`src/rtl/fft8_pipelined.sv`:
```
// rtl/fft8_pipelined.sv - pipelined 8-point radix-2 DIT complex DFT, 5-bit in / 7-bit saturated out; optional input register via FFT8_IN_REG_EN
module fft8_pipelined (
    input  logic              clk,
    input  logic              rst_n,
    input  logic signed [4:0] x_r_0, x_r_1, x_r_2, x_r_3, x_r_4, x_r_5, x_r_6, x_r_7,
    input  logic signed [4:0] x_i_0, x_i_1, x_i_2, x_i_3, x_i_4, x_i_5, x_i_6, x_i_7,
    output logic signed [6:0] y_r_0, y_r_1, y_r_2, y_r_3, y_r_4, y_r_5, y_r_6, y_r_7,
    output logic signed [6:0] y_i_0, y_i_1, y_i_2, y_i_3, y_i_4, y_i_5, y_i_6, y_i_7
);
    // Stage-1 pair k takes samples (BR[2k], BR[2k+1]) so the bins come out in natural order.
    localparam int BR [8] = '{0, 4, 2, 6, 1, 5, 3, 7};

    logic signed [4:0] xp_r [8];
    logic signed [4:0] xp_i [8];
    logic signed [4:0] a_r  [8];
    logic signed [4:0] a_i  [8];
    logic signed [5:0] s1_r_d [8], s1_i_d [8], s1_r [8], s1_i [8];
    logic signed [6:0] s2_r_d [8], s2_i_d [8], s2_r [8], s2_i [8];
    logic signed [6:0] y_r_d  [8], y_i_d  [8], y_r  [8], y_i  [8];

    assign xp_r = '{x_r_0, x_r_1, x_r_2, x_r_3, x_r_4, x_r_5, x_r_6, x_r_7};
    assign xp_i = '{x_i_0, x_i_1, x_i_2, x_i_3, x_i_4, x_i_5, x_i_6, x_i_7};

`ifdef FFT8_IN_REG_EN
    always_ff @(posedge clk or negedge rst_n) begin
        if (!rst_n) begin
            for (int k = 0; k < 8; k++) begin
                a_r[k] <= '0;
                a_i[k] <= '0;
            end
        end else begin
            a_r <= xp_r;
            a_i <= xp_i;
        end
    end
`else
    assign a_r = xp_r;
    assign a_i = xp_i;
`endif

    // Multiply by 181/256, rounding half toward +inf.
    function automatic logic signed [9:0] cmul(input logic signed [9:0] v);
        logic signed [17:0] p;
        p = 18'(v) * 18'sd181 + 18'sd128;
        return 10'(p >>> 8);
    endfunction

    function automatic logic signed [6:0] sat7(input logic signed [9:0] v);
        if (v > 10'sd63)
            return 7'sd63;
        else if (v < -10'sd64)
            return -7'sd64;
        else
            return v[6:0];
    endfunction

    always_comb begin
        for (int k = 0; k < 4; k++) begin
            s1_r_d[2*k]   = 6'(a_r[BR[2*k]]) + 6'(a_r[BR[2*k+1]]);
            s1_i_d[2*k]   = 6'(a_i[BR[2*k]]) + 6'(a_i[BR[2*k+1]]);
            s1_r_d[2*k+1] = 6'(a_r[BR[2*k]]) - 6'(a_r[BR[2*k+1]]);
            s1_i_d[2*k+1] = 6'(a_i[BR[2*k]]) - 6'(a_i[BR[2*k+1]]);
        end
    end

    // Two 4-point DFTs (even half in 0..3, odd half in 4..7); -j is a swap and negate.
    always_comb begin
        for (int g = 0; g < 8; g += 4) begin
            s2_r_d[g]   = 7'(s1_r[g])   + 7'(s1_r[g+2]);
            s2_i_d[g]   = 7'(s1_i[g])   + 7'(s1_i[g+2]);
            s2_r_d[g+2] = 7'(s1_r[g])   - 7'(s1_r[g+2]);
            s2_i_d[g+2] = 7'(s1_i[g])   - 7'(s1_i[g+2]);
            s2_r_d[g+1] = 7'(s1_r[g+1]) + 7'(s1_i[g+3]);
            s2_i_d[g+1] = 7'(s1_i[g+1]) - 7'(s1_r[g+3]);
            s2_r_d[g+3] = 7'(s1_r[g+1]) - 7'(s1_i[g+3]);
            s2_i_d[g+3] = 7'(s1_i[g+1]) + 7'(s1_r[g+3]);
        end
    end

    always_comb begin
        logic signed [9:0] o_r, o_i, t_r, t_i, e_r, e_i;
        for (int k = 0; k < 4; k++) begin
            o_r = 10'(s2_r[k+4]);
            o_i = 10'(s2_i[k+4]);
            e_r = 10'(s2_r[k]);
            e_i = 10'(s2_i[k]);
            case (k)
                1: begin
                    t_r = cmul(o_r + o_i);
                    t_i = cmul(o_i - o_r);
                end
                2: begin
                    t_r = o_i;
                    t_i = -o_r;
                end
                3: begin
                    t_r = cmul(o_i - o_r);
                    t_i = cmul(-(o_r + o_i));
                end
                default: begin
                    t_r = o_r;
                    t_i = o_i;
                end
            endcase
            y_r_d[k]   = sat7(e_r + t_r);
            y_i_d[k]   = sat7(e_i + t_i);
            y_r_d[k+4] = sat7(e_r - t_r);
            y_i_d[k+4] = sat7(e_i - t_i);
        end
    end

    always_ff @(posedge clk or negedge rst_n) begin
        if (!rst_n) begin
            for (int k = 0; k < 8; k++) begin
                s1_r[k] <= '0;
                s1_i[k] <= '0;
                s2_r[k] <= '0;
                s2_i[k] <= '0;
                y_r[k]  <= '0;
                y_i[k]  <= '0;
            end
        end else begin
            s1_r <= s1_r_d;
            s1_i <= s1_i_d;
            s2_r <= s2_r_d;
            s2_i <= s2_i_d;
            y_r  <= y_r_d;
            y_i  <= y_i_d;
        end
    end

    assign {y_r_0, y_r_1, y_r_2, y_r_3, y_r_4, y_r_5, y_r_6, y_r_7} =
           {y_r[0], y_r[1], y_r[2], y_r[3], y_r[4], y_r[5], y_r[6], y_r[7]};
    assign {y_i_0, y_i_1, y_i_2, y_i_3, y_i_4, y_i_5, y_i_6, y_i_7} =
           {y_i[0], y_i[1], y_i[2], y_i[3], y_i[4], y_i[5], y_i[6], y_i[7]};
endmodule

```
`config.mk`:
```
export PLATFORM = sky130hd
export DESIGN_NAME = fft8_pipelined
export DESIGN_NICKNAME = d
export VERILOG_FILES = /design/src/rtl/fft8_pipelined.sv
export SDC_FILE = /design/constraint.sdc
export NUM_CORES = 1
export LEC_CHECK = 0
export ABC_CLOCK_PERIOD_IN_PS = 19500
export CORE_MARGIN = 10
export CORE_UTILIZATION = 45
export CTS_CLUSTER_SIZE = 24
export DETAILED_ROUTE_END_ITERATION = 8
export GPL_TIMING_DRIVEN = 0
export SLEW_MARGIN = 20
export SYNTH_ARGS = -nofsm -noshare
export SYNTH_HDL_FRONTEND = slang
export SYNTH_SLANG_ARGS = --single-unit
```
`constraint.sdc`:
```
create_clock -name clk -period 19.5 [get_ports clk]
set_input_delay 3.9 -clock clk [delete_from_list [all_inputs] [get_ports clk]]
set_output_delay 3.9 -clock clk [all_outputs]
set_load 0.02 [all_outputs]
```
; Word level (Yosys, flattened, before mapping)
; Index checks and enable logic that the tools add are counted.
[totals]
ff_bits = 320
in_bits = 82
output_inout_bits = 112
elab_cells = 174
[op_classes]
muxes = 32
addsub = 58
multipliers = 4
magnitude_cmp = 32
[op_table]
columns = operator, count
row1 = 7-bit two-way mux, 32
row2 = 10-bit by 7-bit > comparator with 1-bit output (second input constant), 10
row3 = 10-bit by 7-bit less-than comparator with 1-bit output (second input constant), 10
row4 = 6-bit by 6-bit adder with 7-bit output, 8
row5 = 6-bit by 6-bit subtractor with 7-bit output, 8
row6 = 17-bit by 9-bit adder with 18-bit output (second input constant), 3
row7 = 8-bit by 9-bit multiplier with 17-bit output (second input constant), 3
row8 = 7-bit by 10-bit adder with 10-bit output, 5
row9 = 7-bit by 10-bit subtractor with 10-bit output, 5
row10 = 5-bit by 5-bit adder with 6-bit output, 8
row11 = 8-bit by 7-bit > comparator with 1-bit output (second input constant), 6
row12 = 8-bit by 7-bit less-than comparator with 1-bit output (second input constant), 6
row13 = 5-bit by 5-bit subtractor with 6-bit output, 8
row14 = 7-bit by 7-bit adder with 8-bit output, 5
row15 = 7-bit by 7-bit subtractor with 8-bit output, 5
row16 = 18-bit by 9-bit adder with 18-bit output (second input constant), 1
row17 = 10-bit by 9-bit multiplier with 18-bit output (second input constant), 1
row18 = 7-bit negation with 10-bit output, 1
row19 = 8-bit negation with 10-bit output, 1

; Longest topological paths before layout
; Gate-level depths: netlist of the first run.
[depth]
word_depth = 8
depth_mapped = 36
depth_no_buf = 36

; Worst setup path before layout of the first run
; Ideal clock, no wire load.
[synth_path]
path_type = register -> register
start = register s2_r[2] in the netlist's numbering
end = register y_i (netlist bit y_i_3[2])
required_ns = 19.347
setup_slack_ns = 11.616
n_path_buf = 0
period_less_slack_ns = 7.884
arrival_time_ns = 7.731
setup_time_ns = 0.153
stages_incl_launch_ff = 33
path_cell_list = dfrtp_1 -> inv_1 -> ha_1 -> ha_1 -> a21o_1 -> a21oi_1 -> o21bai_1 -> a21oi_1 -> nor2b_1 -> a211o_1 -> o21ai_0 -> inv_1 -> ha_1 -> inv_1 -> fa_1 -> fa_1 -> fa_1 -> ha_1 -> ha_1 -> a21o_1 -> a21o_1 -> a41o_1 -> a21o_1 -> a21oi_1 -> o21bai_1 -> a21oi_1 -> xnor2_1 -> ha_1 -> a21o_1 -> a31o_2 -> xor3_1 -> a31oi_1 -> o21ai_0
[synth_lines]
columns = element, line_no
row1 = "start, declared", 18  ; logic signed [6:0] s2_r_d [8], s2_i_d [8], s2_r [8], s2_i [8];
row2 = "start signal, assigned", 125  ; s2_r <= s2_r_d;
row3 = "end signal, assigned", 128  ; y_i <= y_i_d;
row4 = "end, declared", 19  ; logic signed [6:0] y_r_d [8], y_i_d [8], y_r [8], y_i [8];

==> run metrics, run 1 <==
cts hold-fix bufs=0; fin. max-slew vios=0; Tightest Pin Transition=0.864 ns; most frequent cell after synthesis=ha_1; Fin. Hold Viols=0; PortBufs=just under 200; total clock sinks=between 300 and 400; met3 usage=0.0259; gr ovfl total=0; Ant. Diodes=0; post-synthesis sequential area ratio=0.285; endpoints failing setup=0; outcome=complete, no violations; DRT antenna net count=0; Rows=around 90; clock skew=between 0.01 and 0.015 ns; crit path DAT=approximately 9 ns; GRT Total Usage=0.173; Slowest-stage cell, CP=o21ai_0; commonest cells in the synthesized netlist=ha_1, inv_1, dfrtp_1; Syn Area/Cell=around 9.6 µm²; nets=roughly 3,700; r2r worst-path depth=32; met2 usage=0.298; CP Max Fanout=6; drt pass-1 iters=5; Syn Inst Count=between 2,000 and 3,000; CP peak stage delay=0.51 ns; DR DRC count=0; EDFF count, synth=0; area leader, netlist=dfrtp_1; crit path launch=s2_r[2]$_DFF_PN0_; setup TNS=0 ns; CTS tree=built; fin crit share=0.453; ys async rst share=1.00; post-synth top area share=0.285; Worst Setup End Kind=flop; fillers=~5,200; max_cap viols=0; Synth area leaders=dfrtp_1, ha_1, fa_1; cts repair resizes=0; Synth Cell Area=0.0267 mm²; Mapped Nets=between 3,000 and 4,000; CTS buffer count=37; die footprint=0.0694 mm²; Setup CP Type=reg2reg; global routing's busiest layer=met2; dpl hpwl=around 50 mm; Chip Width=~260 µm; number of global-route vias before repair=approximately 20,000; drt total wl=around 60 mm; Clock Pin Slew Worst Setup and Hold Paths=roughly 0.060 ns; Synth cell types=75; die height=between 200 and 300 µm; Worst EP required=between 15 and 20 ns; largest net degree at the start of global routing=94; Yosys warning total=0; unrepaired setup endpoints after global routing=no; Peak Freq=between 100 and 150 MHz; R2R Setup Slk=approximately 11 ns; Synth Register Bits=304; Hold Path Class=reg2reg; iteration-0 DRC count of the detailed router=slightly above 800; WP depth=32; CTS root buf=clkbuf_16; initial antenna violation count=1; Main synth FF type=dfrtp_1; M1 GR Usage=0.220; WL/cell=~16 µm; Slew headroom=0.416; share of cells above drive strength 1=0.0328; Via-to-Cell Ratio=between 4 and 5; setup repair bufs after CTS=0; H-Tree Depth=2; Std-Cell Core Area=approximately 0.059 mm²; # IOs=between 150 and 200; Largest delay share family, worst path=compound AO/OA/AOI/OAI gates; P&R area growth vs syn=16.1%; cell mode on critical path=ha_1; Initial Util=0.453; worst reg2reg startpoint=s2_r[2]$_DFF_PN0_; crit path to=y_i_3[4]$_DFF_PN0_; first-pass GRT wire length=99.3 mm; Critical R2R Capture=y_i_3[4]$_DFF_PN0_; clock latency on the worst-skew pair=0.56 ns; GP Congestion=around 0.9; minimum clock period after layout=~9 ns; vias=between 15,000 and 20,000; sum of buffers and inverters on the critical path=3; clock buffer depth=3; Critical Path Source Type=flop
[worst min-delay path by stage]
stage,start,end,slack [ns],cells after the start
floorplan,s1_i[0]$_DFF_PN0_,s2_r[0]$_DFF_PN0_,0.56,2
finish,s1_i[0]$_DFF_PN0_,s2_r[0]$_DFF_PN0_,0.64,2
CTS,s1_i[0]$_DFF_PN0_,s2_r[0]$_DFF_PN0_,0.65,2
detailed placement,s1_i[0]$_DFF_PN0_,s2_r[0]$_DFF_PN0_,0.64,2
global placement,s1_i[29]$_DFF_PN0_,s2_r[48]$_DFF_PN0_,0.64,3
global route,s1_r[7]$_DFF_PN0_,s2_r[8]$_DFF_PN0_,0.69,2
[area by class of cell]
| type | count | area, µm² | area share |
|---|---|---|---|
| Multi-Input combinational cell | 1948 | 17100 | 0.551 |
| Timing Repair Buffer | 196 | 2020 | 0.0652 |
| Sequential cell | 304 | 7610 | 0.246 |
| Tap cell | 773 | 967 | 0.0312 |
| Inverter | 498 | 1870 | 0.0604 |
| Clock inverter | 21 | 275 | 0.00889 |
| Clock buffer | 47 | 1020 | 0.0331 |
| Buffer | 36 | 139 | 0.00448 |
[cells in the final DEF, fill, tap and decap left out, types with 41 or more instances in the layout]
master           count
xnor2_1            150
nand2_1             91
a21o_1              61
nor2b_1             41
ha_1               517
fa_1               120
xor2_1             112
o21ai_0            136
a21oi_1            153
dfrtp_1            304
nor2_1             213
clkdlybuf4s50_1    192
inv_1              497
nor3_1              48
o21bai_1            51
[sequential cells by signal, indices dropped and copies added (netlist names), 44 cells and up]
signal,flops
s2_r,52
s1_i,44
s1_r,44
s2_i,52
[metrics by stage]
step / cells / cell area [µm²] / hold WS (ns) / worst slack [ns] / util
after detailed placement: 3755 / 29700 / 0.639 / 10.64 / 0.504
after global routing: 3823 / 31000 / 0.690 / 9.99 / 0.526
after floorplan: 2786 / 26700 / 0.562 / 11.62 / -
after global placement: 3752 / 29600 / 0.636 / 1.73 / 0.502
after CTS: 3823 / 31000 / 0.651 / 10.59 / 0.526
final: 3823 / 31000 / 0.638 / 10.66 / 0.526
[logic make-up after synthesis]
family,count (synthesis),share of synthesized area
DFF,304,0.285
buffers and inverters,534,0.0752
muxes,11,0.00464
adders and majority gates,637,0.332
AOI/OAI and AO/OA,540,0.127
xor gates and xnor gates,267,0.0898
and+or+nand+nor,493,0.0855
[worst register-to-register path: cells and delay by family (launching register included)]
family / cells / cell delay [ns]
AND/OR/NAND/NOR: 2 / 0.30
AO/OA/AOI/OAI: 16 / 3.98
adder cells (fa/ha/maj): 9 / 3.31
XOR/XNOR: 2 / 0.58
flip-flops: 1 / 0.33
buffers and inverters: 3 / 0.16
[routing by layer]
metal	share of wire	wire length, µm
met5	0	0
met4	0.023	1410
met3	0.039	2320
met2	0.48	28800
met1	0.46	27700
Power of run 1 is not shown: default switching activity piles up to over one toggle a cycle in this logic, so the estimate is an artifact.
==> inputs of run 2 (changes only) <==
--- a/config.mk
+++ b/config.mk
@@ -5,7 +5,7 @@
 export SDC_FILE = /design/constraint.sdc
 export NUM_CORES = 1
 export LEC_CHECK = 0
-export ABC_CLOCK_PERIOD_IN_PS = 19500
+export ABC_CLOCK_PERIOD_IN_PS = 8800
 export CORE_MARGIN = 10
 export CORE_UTILIZATION = 45
 export CTS_CLUSTER_SIZE = 24
==> constraint.sdc (replaced) <==
create_clock -name clk -period 8.8 [get_ports clk]
set_input_delay 1.76 -clock clk [delete_from_list [all_inputs] [get_ports clk]]
set_output_delay 1.76 -clock clk [all_outputs]
set_load 0.02 [all_outputs]
==> run metrics, run 2 (synthesis gave the netlist of run 1 again) <==
outcome=complete, no violations; nets=around 3,700; first-pass GRT wire length=99.3 mm; drt pass-1 iters=7; Setup CP Type=reg2reg; cts repair resizes=1; CTS tree=built; Peak Freq=120 MHz; WL/cell=around 16 µm; P&R area growth vs syn=16.5%; Clock Pin Slew Worst Setup and Hold Paths=0.05 ns; Critical Path Source Type=flop; die height=~260 µm; Worst EP required=between 9 and 10 ns; Initial Util=0.453; Chip Width=between 200 and 300 µm; gr ovfl total=0; Slowest-stage cell, CP=fa_1; DR DRC count=0; dpl hpwl=just over 50 mm; Worst Setup End Kind=flop; GRT Total Usage=0.173; Fin. Hold Viols=0; number of global-route vias before repair=19,800; # IOs=between 150 and 200; most frequent cells in the layout=ha_1, inv_1, dfrtp_1, nor2_1, clkdlybuf4s50_1; Via-to-Cell Ratio=4.93; Rows=89; setup ws final=between 0.4 and 0.5 ns; setup slack after placement=-0.0562 ns; PortBufs=~190; DRT antenna net count=0; clock buffer depth=3; drt total wl=between 60 and 70 mm; CP Max Fanout=10; Std-Cell Core Area=0.0589 mm²; cell mode on critical path=inv_1; cts hold-fix bufs=0; total clock sinks=304; vias=18,900; most common cell after layout, fill and taps aside=ha_1; Hold Path Class=reg2reg; setup repair bufs after CTS=0; Ant. Diodes=0; Tightest Pin Transition=~0.67 ns; die footprint=0.0694 mm²; max_cap viols=0; top flop regs=s2_i x52, s2_r x52; iteration-0 DRC count of the detailed router=779; Slew headroom=0.549; CTS root buf=clkbuf_16; setup TNS=0 ns; minimum clock period after layout=roughly 8.3 ns; clock latency on the worst-skew pair=about 0.55 ns; unrepaired setup endpoints after global routing=no; crit path DAT=approximately 8.7 ns; initial antenna violation count=1; fin crit share=0.944; share of cells above drive strength 1=0.0364; GP Congestion=between 0.8 and 0.9; endpoints failing setup=0; CTS buffer count=37; clock skew=0.0122 ns; H-Tree Depth=2; CP peak stage delay=0.53 ns; largest net degree at the start of global routing=94; fin. max-slew vios=0
run 2: changes by cell type in the layout (fill, tap and decap cells not counted), moves of 2 or more:
| cell | delta |
|---|---|
| a2111oi_0 | -2 |
| a2111oi_2 | +2 |
| a21oi_1 | -2 |
| a21oi_2 | +2 |
| a31oi_1 | -2 |
run 2: per-layer routing:
metal  track usage  routed length [µm]
met5             0                   0
met1         0.220               27700
met4        0.0475                1420
met2         0.298               28900
met3        0.0259                2280
run 2: critical path: cells and delay by family (launching register included):
family	cells	cell delay, ns
flip-flops	1	0.39
XOR/XNOR	3	0.59
buffers and inverters	7	0.55
adder cells (fa/ha/maj)	9	3.28
AO/OA/AOI/OAI	10	2.27
AND/OR/NAND/NOR	6	1.05
run 2: final cells by class:
class	instances	area, µm²
Tap cell	773	967
Buffer	36	139
Inverter	498	1870
Multi-Input combinational cell	1948	17200
Clock buffer	47	1020
Timing Repair Buffer	196	2020
Sequential cell	304	7610
Fill cell	5230	27800
Clock inverter	21	275
run 2: path summary, 6_finish.rpt:
path / start / endpoint / slack, ns / depth (start not counted)
max reg2reg: s2_i[14]$_DFF_PN0_ / y_i_5[3]$_DFF_PN0_ / 0.49 / 35
min: s1_i[0]$_DFF_PN0_ / s2_r[0]$_DFF_PN0_ / 0.64 / 2
max: s2_i[14]$_DFF_PN0_ / y_i_5[3]$_DFF_PN0_ / 0.49 / 35
min in group asynchronous: rst_n / s1_r[25]$_DFF_PN0_ / 1.16 / 1
max in group asynchronous: rst_n / y_i_2[5]$_DFF_PN0_ / 6.77 / 2
min reg2reg: s1_i[0]$_DFF_PN0_ / s2_r[0]$_DFF_PN0_ / 0.64 / 2
run 2: stage by stage:
stage	hold slack, ns	instances	util	area [µm²]
floorplan	0.562	2786	-	26700
global placement	0.636	3752	0.502	29600
detailed placement	0.639	3755	0.504	29700
CTS	0.651	3823	0.526	31000
global route	0.690	3823	0.528	31100
finish	0.638	3823	0.528	31100
Power of run 2 is left out for the same reason.
